`src/rtl/sem_arb_pkg.sv`:
```
// Shared types and constants for the semaphore access arbiter.
package sem_arb_pkg;

    // Semaphore bits live at addresses 1..SEM_ARRAY_SIZE; address 0 is never valid.
    localparam int SEM_ARRAY_SIZE = 15;
    localparam int ADDR_W         = 4;

    typedef enum logic [1:0] {
        OP_READ    = 2'b00,
        OP_WRITE   = 2'b01,
        OP_RELEASE = 2'b10,
        OP_RSVD    = 2'b11
    } op_e;

    typedef enum logic [1:0] {
        IDLE  = 2'b00,
        ISSUE = 2'b01,
        WAIT  = 2'b10,
        DONE  = 2'b11
    } state_e;

    function automatic logic addr_ok(input int unsigned addr);
        return (addr != 0) && (addr <= SEM_ARRAY_SIZE);
    endfunction

endpackage

```
`src/rtl/rr_arbiter.sv`:
```
// Combinational round-robin picker: the first requester strictly after ptr_i wins,
// wrapping around, so ptr_i itself has the lowest priority.
module rr_arbiter #(
    parameter int N     = 4,
    parameter int IDX_W = (N > 1) ? $clog2(N) : 1
) (
    input  logic [N-1:0]     req_i,
    input  logic [IDX_W-1:0] ptr_i,
    output logic [N-1:0]     grant_o,
    output logic [IDX_W-1:0] grant_idx_o,
    output logic             any_grant_o
);

    logic [IDX_W-1:0] cand;

    // Scan candidates in priority order starting one past the pointer.
    always_comb begin
        grant_o     = '0;
        grant_idx_o = '0;
        any_grant_o = 1'b0;
        cand        = '0;
        for (int off = 1; off <= N; off++) begin
            cand = IDX_W'((int'(ptr_i) + off) % N);
            if (!any_grant_o && req_i[cand]) begin
                grant_o[cand] = 1'b1;
                grant_idx_o   = cand;
                any_grant_o   = 1'b1;
            end
        end
    end

endmodule

```
`src/rtl/semaphore_access_arbiter.sv`:
```
// Round-robin arbiter between NUM_CORES cores and one semaphore array.
// One array operation is in flight at a time; every output is registered.
// Optional WAIT-state timeout: define SEM_ARB_TIMEOUT_EN.
//
// state | meaning
// IDLE  | pick a requester, latch its op/addr/wdata, raise strobes for ISSUE
// ISSUE | strobes high for this single cycle; bad address/op skips to DONE
// WAIT  | wait for the matching RDY (or timeout when enabled)
// DONE  | one-cycle ack + status, advance the round-robin pointer
module semaphore_access_arbiter #(
    parameter int NUM_CORES      = 4,
    parameter int ADDR_W         = sem_arb_pkg::ADDR_W,
    parameter int TIMEOUT_CYCLES = 255
) (
    input  logic                          clk,
    input  logic                          rst_n,
    input  logic [NUM_CORES-1:0]          req_valid,
    input  logic [2*NUM_CORES-1:0]        req_op,
    input  logic [ADDR_W*NUM_CORES-1:0]   req_addr,
    input  logic [NUM_CORES-1:0]          req_wdata,
    output logic [NUM_CORES-1:0]          req_ack,
    output logic                          req_ok,
    output logic [ADDR_W-1:0]             WR_Addr,
    output logic                          WR,
    output logic                          WR_EN,
    input  logic                          WR_RDY,
    output logic [ADDR_W-1:0]             RD_Addr,
    output logic                          RD,
    output logic                          RD_EN,
    output logic                          RD_Release,
    input  logic                          RD_RDY
);

    import sem_arb_pkg::*;

    localparam int IDX_W = (NUM_CORES > 1) ? $clog2(NUM_CORES) : 1;

    state_e                 state_q, state_d;
    logic [NUM_CORES-1:0]   gnt_q, gnt_d;
    logic [IDX_W-1:0]       gidx_q, gidx_d;
    op_e                    op_q, op_d;
    logic [ADDR_W-1:0]      addr_q, addr_d;
    logic                   wdata_q, wdata_d;
    logic                   vld_q, vld_d;
    logic [IDX_W-1:0]       ptr_q, ptr_d;
    logic [NUM_CORES-1:0]   clr_q, clr_d;
    logic [NUM_CORES-1:0]   ack_q, ack_d;
    logic                   ok_q, ok_d;
    logic [ADDR_W-1:0]      wr_addr_q, wr_addr_d;
    logic                   wr_q, wr_d;
    logic                   wr_en_q, wr_en_d;
    logic [ADDR_W-1:0]      rd_addr_q, rd_addr_d;
    logic                   rd_q, rd_d;
    logic                   rd_en_q, rd_en_d;
    logic                   rel_q, rel_d;

    logic [NUM_CORES-1:0]   arb_gnt;
    logic [IDX_W-1:0]       arb_idx;
    logic                   arb_any;
    logic [1:0]             sel_op;
    logic [ADDR_W-1:0]      sel_addr;
    logic                   sel_wdata;
    logic                   sel_vld;
    logic                   rdy;
    logic                   to_hit;

    // The core acked last cycle is masked for one IDLE cycle so a held request
    // is not mistaken for a fresh one.
    rr_arbiter #(
        .N     (NUM_CORES),
        .IDX_W (IDX_W)
    ) u_rr (
        .req_i       (req_valid & ~clr_q),
        .ptr_i       (ptr_q),
        .grant_o     (arb_gnt),
        .grant_idx_o (arb_idx),
        .any_grant_o (arb_any)
    );

    // Mux the granted core's request fields.
    always_comb begin
        sel_op    = '0;
        sel_addr  = '0;
        sel_wdata = 1'b0;
        for (int i = 0; i < NUM_CORES; i++) begin
            if (arb_gnt[i]) begin
                sel_op    = req_op[2*i +: 2];
                sel_addr  = req_addr[ADDR_W*i +: ADDR_W];
                sel_wdata = req_wdata[i];
            end
        end
    end

    assign sel_vld = addr_ok(32'(sel_addr)) && (op_e'(sel_op) != OP_RSVD);
    assign rdy     = (op_q == OP_WRITE) ? WR_RDY : RD_RDY;

`ifdef SEM_ARB_TIMEOUT_EN
    localparam int CNT_W = ($clog2(TIMEOUT_CYCLES + 1) > 8) ? $clog2(TIMEOUT_CYCLES + 1) : 8;
    localparam logic [CNT_W-1:0] TO_LAST = CNT_W'(TIMEOUT_CYCLES - 1);

    logic [CNT_W-1:0] to_cnt_q, to_cnt_d;

    // WAIT-cycle counter, cleared whenever a new operation is accepted.
    always_comb begin
        to_cnt_d = to_cnt_q;
        if (state_q == IDLE && arb_any) begin
            to_cnt_d = '0;
        end else if (state_q == WAIT) begin
            to_cnt_d = to_cnt_q + CNT_W'(1);
        end
    end

    // Timeout counter register.
    always_ff @(posedge clk or negedge rst_n) begin
        if (!rst_n) begin
            to_cnt_q <= '0;
        end else begin
            to_cnt_q <= to_cnt_d;
        end
    end

    assign to_hit = (to_cnt_q == TO_LAST);
`else
    localparam int unused_timeout_cycles = TIMEOUT_CYCLES;
    assign to_hit = 1'b0;
`endif

    // Next-state and next-output logic; strobes and ack are computed one cycle
    // early so that the registered outputs line up with ISSUE and DONE.
    always_comb begin
        state_d   = state_q;
        gnt_d     = gnt_q;
        gidx_d    = gidx_q;
        op_d      = op_q;
        addr_d    = addr_q;
        wdata_d   = wdata_q;
        vld_d     = vld_q;
        ptr_d     = ptr_q;
        clr_d     = '0;
        ack_d     = '0;
        ok_d      = 1'b0;
        wr_addr_d = '0;
        wr_d      = 1'b0;
        wr_en_d   = 1'b0;
        rd_addr_d = '0;
        rd_d      = 1'b0;
        rd_en_d   = 1'b0;
        rel_d     = 1'b0;
        unique case (state_q)
            IDLE: begin
                if (arb_any) begin
                    state_d = ISSUE;
                    gnt_d   = arb_gnt;
                    gidx_d  = arb_idx;
                    op_d    = op_e'(sel_op);
                    addr_d  = sel_addr;
                    wdata_d = sel_wdata;
                    vld_d   = sel_vld;
                    if (sel_vld) begin
                        case (op_e'(sel_op))
                            OP_WRITE: begin
                                wr_en_d   = 1'b1;
                                wr_d      = sel_wdata;
                                wr_addr_d = sel_addr;
                            end
                            OP_READ: begin
                                rd_en_d   = 1'b1;
                                rd_d      = 1'b1;
                                rd_addr_d = sel_addr;
                            end
                            OP_RELEASE: begin
                                rd_en_d   = 1'b1;
                                rel_d     = 1'b1;
                                rd_addr_d = sel_addr;
                            end
                            default: ;
                        endcase
                    end
                end
            end
            ISSUE: begin
                if (!vld_q) begin
                    state_d = DONE;
                    ack_d   = gnt_q;
                    ok_d    = 1'b0;
                end else begin
                    state_d = WAIT;
                end
            end
            WAIT: begin
                if (rdy) begin
                    state_d = DONE;
                    ack_d   = gnt_q;
                    ok_d    = 1'b1;
                end else if (to_hit) begin
                    state_d = DONE;
                    ack_d   = gnt_q;
                    ok_d    = 1'b0;
                end
            end
            DONE: begin
                state_d = IDLE;
                ptr_d   = gidx_q;
                clr_d   = gnt_q;
            end
            default: state_d = IDLE;
        endcase
    end

    // State, latched request and registered outputs.
    always_ff @(posedge clk or negedge rst_n) begin
        if (!rst_n) begin
            state_q   <= IDLE;
            gnt_q     <= '0;
            gidx_q    <= '0;
            op_q      <= OP_READ;
            addr_q    <= '0;
            wdata_q   <= 1'b0;
            vld_q     <= 1'b0;
            ptr_q     <= IDX_W'(NUM_CORES - 1);
            clr_q     <= '0;
            ack_q     <= '0;
            ok_q      <= 1'b0;
            wr_addr_q <= '0;
            wr_q      <= 1'b0;
            wr_en_q   <= 1'b0;
            rd_addr_q <= '0;
            rd_q      <= 1'b0;
            rd_en_q   <= 1'b0;
            rel_q     <= 1'b0;
        end else begin
            state_q   <= state_d;
            gnt_q     <= gnt_d;
            gidx_q    <= gidx_d;
            op_q      <= op_d;
            addr_q    <= addr_d;
            wdata_q   <= wdata_d;
            vld_q     <= vld_d;
            ptr_q     <= ptr_d;
            clr_q     <= clr_d;
            ack_q     <= ack_d;
            ok_q      <= ok_d;
            wr_addr_q <= wr_addr_d;
            wr_q      <= wr_d;
            wr_en_q   <= wr_en_d;
            rd_addr_q <= rd_addr_d;
            rd_q      <= rd_d;
            rd_en_q   <= rd_en_d;
            rel_q     <= rel_d;
        end
    end

    assign req_ack    = ack_q;
    assign req_ok     = ok_q;
    assign WR_Addr    = wr_addr_q;
    assign WR         = wr_q;
    assign WR_EN      = wr_en_q;
    assign RD_Addr    = rd_addr_q;
    assign RD         = rd_q;
    assign RD_EN      = rd_en_q;
    assign RD_Release = rel_q;

endmodule

```
`config.mk`:
```
export PLATFORM = sky130hd
export DESIGN_NAME = semaphore_access_arbiter
export DESIGN_NICKNAME = d
export VERILOG_FILES = /design/src/rtl/sem_arb_pkg.sv /design/src/rtl/rr_arbiter.sv /design/src/rtl/semaphore_access_arbiter.sv
export SDC_FILE = /design/constraint.sdc
export NUM_CORES = 1
export LEC_CHECK = 0
export CAP_MARGIN = 20
export CORE_MARGIN = 3
export CORE_UTILIZATION = 35
export DETAILED_ROUTE_END_ITERATION = 6
export DONT_BUFFER_PORTS = 1
export PLACE_DENSITY = 0.6
export SYNTH_ARGS = -nofsm -noshare
export SYNTH_HDL_FRONTEND = slang
export SYNTH_HIERARCHICAL = 1
export SYNTH_SLANG_ARGS = --single-unit
```
`constraint.sdc`:
```
create_clock -name clk -period 9.25 [get_ports clk]
set_clock_uncertainty 0.1 [all_clocks]
set_input_delay 0.925 -clock clk [delete_from_list [all_inputs] [get_ports clk]]
set_output_delay 0.925 -clock clk [all_outputs]
set_load 0.01 [all_outputs]
```
## After elaboration in Yosys (flattened, before gate mapping)

Index checks and enable logic that the tools add are counted.

| storage, ports and cells | value |
|---|---|
| input port bits | 36 |
| output and inout bits | 18 |
| register bits after elaboration | 35 |

| cells by class | value |
|---|---|
| reduce and logical (&&, ||, !) cells | 17 |
| add/sub/neg operators | 4 |
| bitwise gates (word level) | 5 |
| mux-type cells | 79 |
| magnitude comparators | 8 |
| eq/ne operators | 9 |

Operator list:

| kind | number |
|---|---|
| $mux 4 | 19 |
| $mux 1 | 40 |
| $mux 2 | 10 |
| $lt 2x3->1 const B | 4 |
| $or 4x4->4 | 3 |
| $bmux 1 s2 | 4 |
| $demux 1 s2 | 4 |
| $ge 2x1->1 const B | 4 |
| $logic_and 1x1->1 | 8 |
| $pmux 2 s4 | 1 |
| $pmux 4 s2 | 1 |
| $eq 2x1->1 const B | 3 |
| $eq 2x2->1 const B | 3 |
| $ne 2x2->1 const B | 3 |
| $add 2x1->2 const B | 2 |
| $add 2x2->2 const B | 2 |
| $and 4x4->4 | 1 |
| $logic_not 2->1 | 2 |
| $not 4->4 | 1 |
| $reduce_and 2->1 | 2 |
| $reduce_bool 4->1 | 1 |
| $logic_not 1->1 | 3 |
| $reduce_or 2->1 | 1 |

## Logic depth before layout (Yosys ltp)

| depth | value |
|---|---|
| word-level depth | 24 |
| gate-level depth with buffers | 15 |
| gate-level depth less buffers | 11 |

## Hierarchy

The synthesis kept the hierarchy.

Modules (own cells, without submodules):

| module | instances | area an instance (um^2) | cells each | seq. area each (um^2) |
|---|---|---|---|---|
| semaphore_access_arbiter | 1 | 1576.5 | 127 | 878.3 |
| rr_arbiter | 1 | 525.5 | 68 | 0.0 |

## Worst setup path before layout

OpenSTA, ideal clock, no wires.

| timing path | value |
|---|---|
| path type | input to register |
| from | in req_valid[0] |
| to | reg rel_q, in the netlist RD_Release |
| path slack | 5.764 ns |
| required time | 9.014 ns |
| stages on the path | 13 |
| arrival time | 3.250 ns |
| setup time | 0.136 ns |
| path through | nor2b_1 > buf_6 > mux4_2 > nand2_1 > o21ai_1 > a221o_1 > or2_1 > buf_6 > a221o_1 > o221ai_2 > and4_1 > buf_6 > nor3_1 |

RTL lines:

| item | line | text |
|---|---|---|
| start: declaration | semaphore_access_arbiter.sv:17 | `input logic [NUM_CORES-1:0] req_valid,` |
| $and 4x4->4 (*) | semaphore_access_arbiter.sv:73 | `.req_i (req_valid & ~clr_q),` |
| $bmux 1 s2 | rr_arbiter.sv:24 | `if (!any_grant_o && req_i[cand]) begin` |
| $mux 1 (not written as such) | rr_arbiter.sv:24 |  |
| $mux 1 | rr_arbiter.sv:24 |  |
| $logic_not 1->1 | rr_arbiter.sv:24 |  |
| $logic_and 1x1->1 | rr_arbiter.sv:24 |  |
| $mux 1 | rr_arbiter.sv:24 |  |
| $logic_not 1->1 | rr_arbiter.sv:24 |  |
| [... 5 more ...] | - |  |
| via arb_gnt[2] | semaphore_access_arbiter.sv:57 | `logic [NUM_CORES-1:0] arb_gnt;` |
| $mux 2 or $mux 4 (tied branches) (2 in a row) | semaphore_access_arbiter.sv:86 | `if (arb_gnt[i]) begin` |
| $eq 2x2->1 (tied with other cells) | semaphore_access_arbiter.sv:160 | `case (op_e'(sel_op))` |
| $mux 1 or $logic_and 1x1->1 (tied branches) | semaphore_access_arbiter.sv:160, semaphore_access_arbiter.sv:94 |  |
| $mux 1 (*) | semaphore_access_arbiter.sv:159 | `if (sel_vld) begin` |
| $mux 1 (*) | semaphore_access_arbiter.sv:151 | `if (arb_any) begin` |
| $mux 1 (*) | semaphore_access_arbiter.sv:149 | `unique case (state_q)` |
| via rel_d | semaphore_access_arbiter.sv:55 | `logic rel_q, rel_d;` |
| end signal: assignment | semaphore_access_arbiter.sv:249 | `rel_q <= rel_d;` |
| end: declaration | semaphore_access_arbiter.sv:55 |  |

The timed path passes the listed nets; every way through them passes the cells marked *. The select of a mux whose other input is x is not followed.
A chain may end at the register's enable or synchronous reset.

## Worst setup path in the final report

| timing path | value |
|---|---|
| from | reg ptr_q[0] |
| to | reg rel_q, in the netlist RD_Release |

RTL lines:

| item | line | text |
|---|---|---|
| start: declaration | semaphore_access_arbiter.sv:45 | `logic [IDX_W-1:0] ptr_q, ptr_d;` |
| start signal: assignment | semaphore_access_arbiter.sv:220 | `ptr_q <= IDX_W'(NUM_CORES - 1);` |
| start signal: assignment | semaphore_access_arbiter.sv:239 | `ptr_q <= ptr_d;` |
| branches (longest 12 deep; another with $lt 2x3->1) | - |  |
| $mux 4 (*) | rr_arbiter.sv:24 |  |
| via arb_gnt[2] | semaphore_access_arbiter.sv:57 |  |
| $mux 2 or $mux 4 (tied branches) (2 in a row) | semaphore_access_arbiter.sv:86 |  |
| $eq 2x2->1 (tied with other cells) | semaphore_access_arbiter.sv:160 |  |
| $mux 1 or $logic_and 1x1->1 (tied branches) | semaphore_access_arbiter.sv:160, semaphore_access_arbiter.sv:94 |  |
| $mux 1 (*) | semaphore_access_arbiter.sv:159 |  |
| $mux 1 (*) | semaphore_access_arbiter.sv:151 |  |
| $mux 1 (*) | semaphore_access_arbiter.sv:149 |  |
| via rel_d | semaphore_access_arbiter.sv:55 |  |

Mark *: on every way through the listed nets, which the timed path passes. The select of a mux whose other input is x is not followed.

==> flow_summary.ini <==
[synthesis]
synth_cell_types = 54
synth-edff-count = 0
ys_ff_latch = 35
yosys.area.top_type_share_pct = 39.3
synth_ff_type = dfrtp_1
async_reset_ff_share_pct = 100
synth.area.top_cells = dfrtp_1 (39%), ha_1 (7.1%), a221o_1 (3.8%)
yosysWarnings = 6
yosysTopAreaCell = dfrtp_1
ys_seq_area_share_pct = 41.8
netlist_area_um2 = 2100
syn_avg_cell_area_um2 = 10.8
syn-num-nets = 243
synth_cells = 195

[hold_path]
hold_path.class = input pin to asynchronous set/reset pin

[die]
die_height_um = 83.5
start_util_pct = 37.3
fp.dieW_um = 83.5
num_io_pins = 54
die_area_um2 = 6970
core-area_um2 = 5640
rows = 27

[layout]
layout_commonest_cell = dfrtp_1
fillers = 536
nNetsFinal = 242
area_delta_synth_final_pct = 7.32
antenna_cells = 0
fin_cells = 267
drive_above_1_share_pct = 16.9
layout_common_cells = dfrtp_1 (33), nand2_1 (18), nor2_1 (17)
fin_area_um2 = 2260

[cts]
cts_tree = built
clk_latency_ns = 0.29
post_cts_buffers = 0
cts_buffers = 5
cts_num_sinks = 35
hold_buffers = 0
path_clk_slew_ns = 0.07
cts_root_buf = clkbuf_8
h-tree-depth = 2
cts_buffer_depth = 2
ctsResizeCount = 0

[route]
wl_per_cell_um = 16.4
drc = 0
finalWirelength_um = 4380
drt_pass1_iterations = 4
drt_iter0_markers = 123
vias = 1472
antenna_left = 0
drt-vias-per-instance = 5.51

[timing]
finalSetupViolations = 0
rsz0062_at_grt = false
setup_tns_ns = 0
tightest_slew_ns = 0.655
fmax_mhz = 263
finalHoldViolations = 0
min_period_over_period_pct = 41.1
fin_crit_ns = 3.81
max_slew_margin_pct = 56.3
setup_ws_ns = 5.44
slew_viol_final = 0

[setup_path]
critPathKind = flop to flop
crit_slowest_cell = dfstp_2
setup.worst_path.start = ptr_q[0]$_DFFE_PN1N_
required_ns = 9.31
crit_path_cell_trace = inv_2 > ha_1 > mux2i_4 > o21ai_1 > a221o_1 > or2_1 > a221o_1 > o221ai_2 > and4_1 > nor3_1
endpoint_kind = flop
reg2regPathDepth = 10
setup.worst_path.end = RD_Release$_DFF_PN0_
reg2reg_from = ptr_q[0]$_DFFE_PN1N_
cp_common_cell = a221o_1
rrSetupSlack_ns = 5.44
cp_slowest_stage_delay_ns = 0.76
cp.arrival_ns = 3.86
start_kind = flop
cp_max_fo = 17
r2r_end = RD_Release$_DFF_PN0_

[power_and_ir_drop]
ir_worst_vdd_uv = 295
power.density_nw_per_um2 = 450
fin_total_pwr_mw = 1.02
power_leakage_nw = 0.984

[global_routing]
overflow = 0
grt_max_degree = 36
track_usage_pct = 13.1
antenna_found_initial = 0
grt_pass1_wl_um = 7470
grt_pass1_vias = 1515

[placement]
placed_area_um2 = 2120
place_ws_ns = 5.26
gp_congestion = 0.777
dp_cells = 259
numPortBuffers = 0
place_hpwl_um = 3280

[run_status]
status = finished clean

[run]
drv_cap = 0
==> per-layer routing <==
| layer | wire, um | GRT usage (%) | vias to the layer above |
|---|---|---|---|
| met5 | 0 | 0 | - |
| met1 | 2020 | 17.5 | 725 |
| li1 | - | - | 696 |
| met2 | 2010 | 20.2 | 46 |
| met4 | 48 | 4.39 | 0 |
| met3 | 307 | 4.24 | 5 |
==> worst max-delay path, delay by kind of cell (launching register included) <==
family                     cells  cell delay, ns
adders and majority gates      1            0.56
AOI/OAI and AO/OA              4            0.87
DFF                            1            0.76
buffers and inverters          1            0.17
muxes                          1            0.40
and+or+nand+nor                3            0.82
==> sequential cells by signal, indices dropped and copies added, names as in the netlist <==
name        flops
clr_q           4
RD_Addr         4
vld_q           1
RD_EN           1
RD_Release      1
WR_EN           1
req_ack         4
RD              1
gnt_q           4
req_ok          1
WR_Addr         4
op_q            2
state_q         2
ptr_q           2
WR              1
gidx_q          2
==> cells by family after synthesis <==
logic type               share of synthesized area (%)
AND/OR/NAND/NOR                                   18.3
AO/OA/AOI/OAI                                     19.8
flip-flops                                        41.8
buffers and inverters                             5.06
multiplexers                                      7.86
adder cells (fa/ha/maj)                           7.14
==> through the flow <==
stage	hold slack (ns)	util [%]
after global routing	0.201	40.0
after CTS	0.213	40.0
after floorplan	0.343	-
final	0.228	40.0
after global placement	0.369	37.6
after detailed placement	0.376	37.6
==> cell type report <==
| type | count | area [um2] | share of cell area, % |
|---|---|---|---|
| clock inverters | 3 | 67.6 | 3.00 |
| inverters | 9 | 33.8 | 1.50 |
| clock buffers | 5 | 68.8 | 3.05 |
| well taps | 72 | 90.1 | 3.99 |
| flip-flops and latches | 35 | 878 | 38.9 |
| multi-input cells | 143 | 1120 | 49.5 |
==> Yosys cell counts, types with 2 or more instances <==
master / instances
nand2b_1: 5
o21ai_1: 8
nor2_1: 17
inv_2: 2
o21ai_2: 2
dfrtp_1: 33
dfstp_2: 2
nor2b_1: 6
a221oi_1: 2
o221ai_2: 4
buf_6: 5
and2_1: 9
a21oi_1: 3
inv_1: 7
a21boi_1: 2
o21ai_0: 3
a221oi_2: 2
nor3_1: 3
mux2_2: 2
a221o_1: 8
ha_1: 12
mux2_1: 6
a21boi_0: 2
nand2_1: 18
mux2i_1: 3
==> worst min path at each step <==
stage,depth (start not counted),end
6_report,0,state_q[1]$_DFFE_PN0P_
3_3_place_gp,1,gidx_q[0]$_DFFE_PN0P_
4_1_cts,0,op_q[0]$_DFFE_PN0P_
2_1_floorplan,2,vld_q$_DFFE_PN0P_
5_1_grt,0,op_q[0]$_DFFE_PN0P_
3_5_place_dp,1,gidx_q[0]$_DFFE_PN0P_
==> power breakdown <==
part           internal (mW)  leakage (nW)  switching, mW  total (mW)
clock                  0.107        0.0644         0.0567       0.164
combinational          0.246         0.461          0.343       0.589
sequential             0.208         0.458         0.0542       0.262
total                  0.562         0.984          0.454        1.02
(Power assumes the default switching activity.)
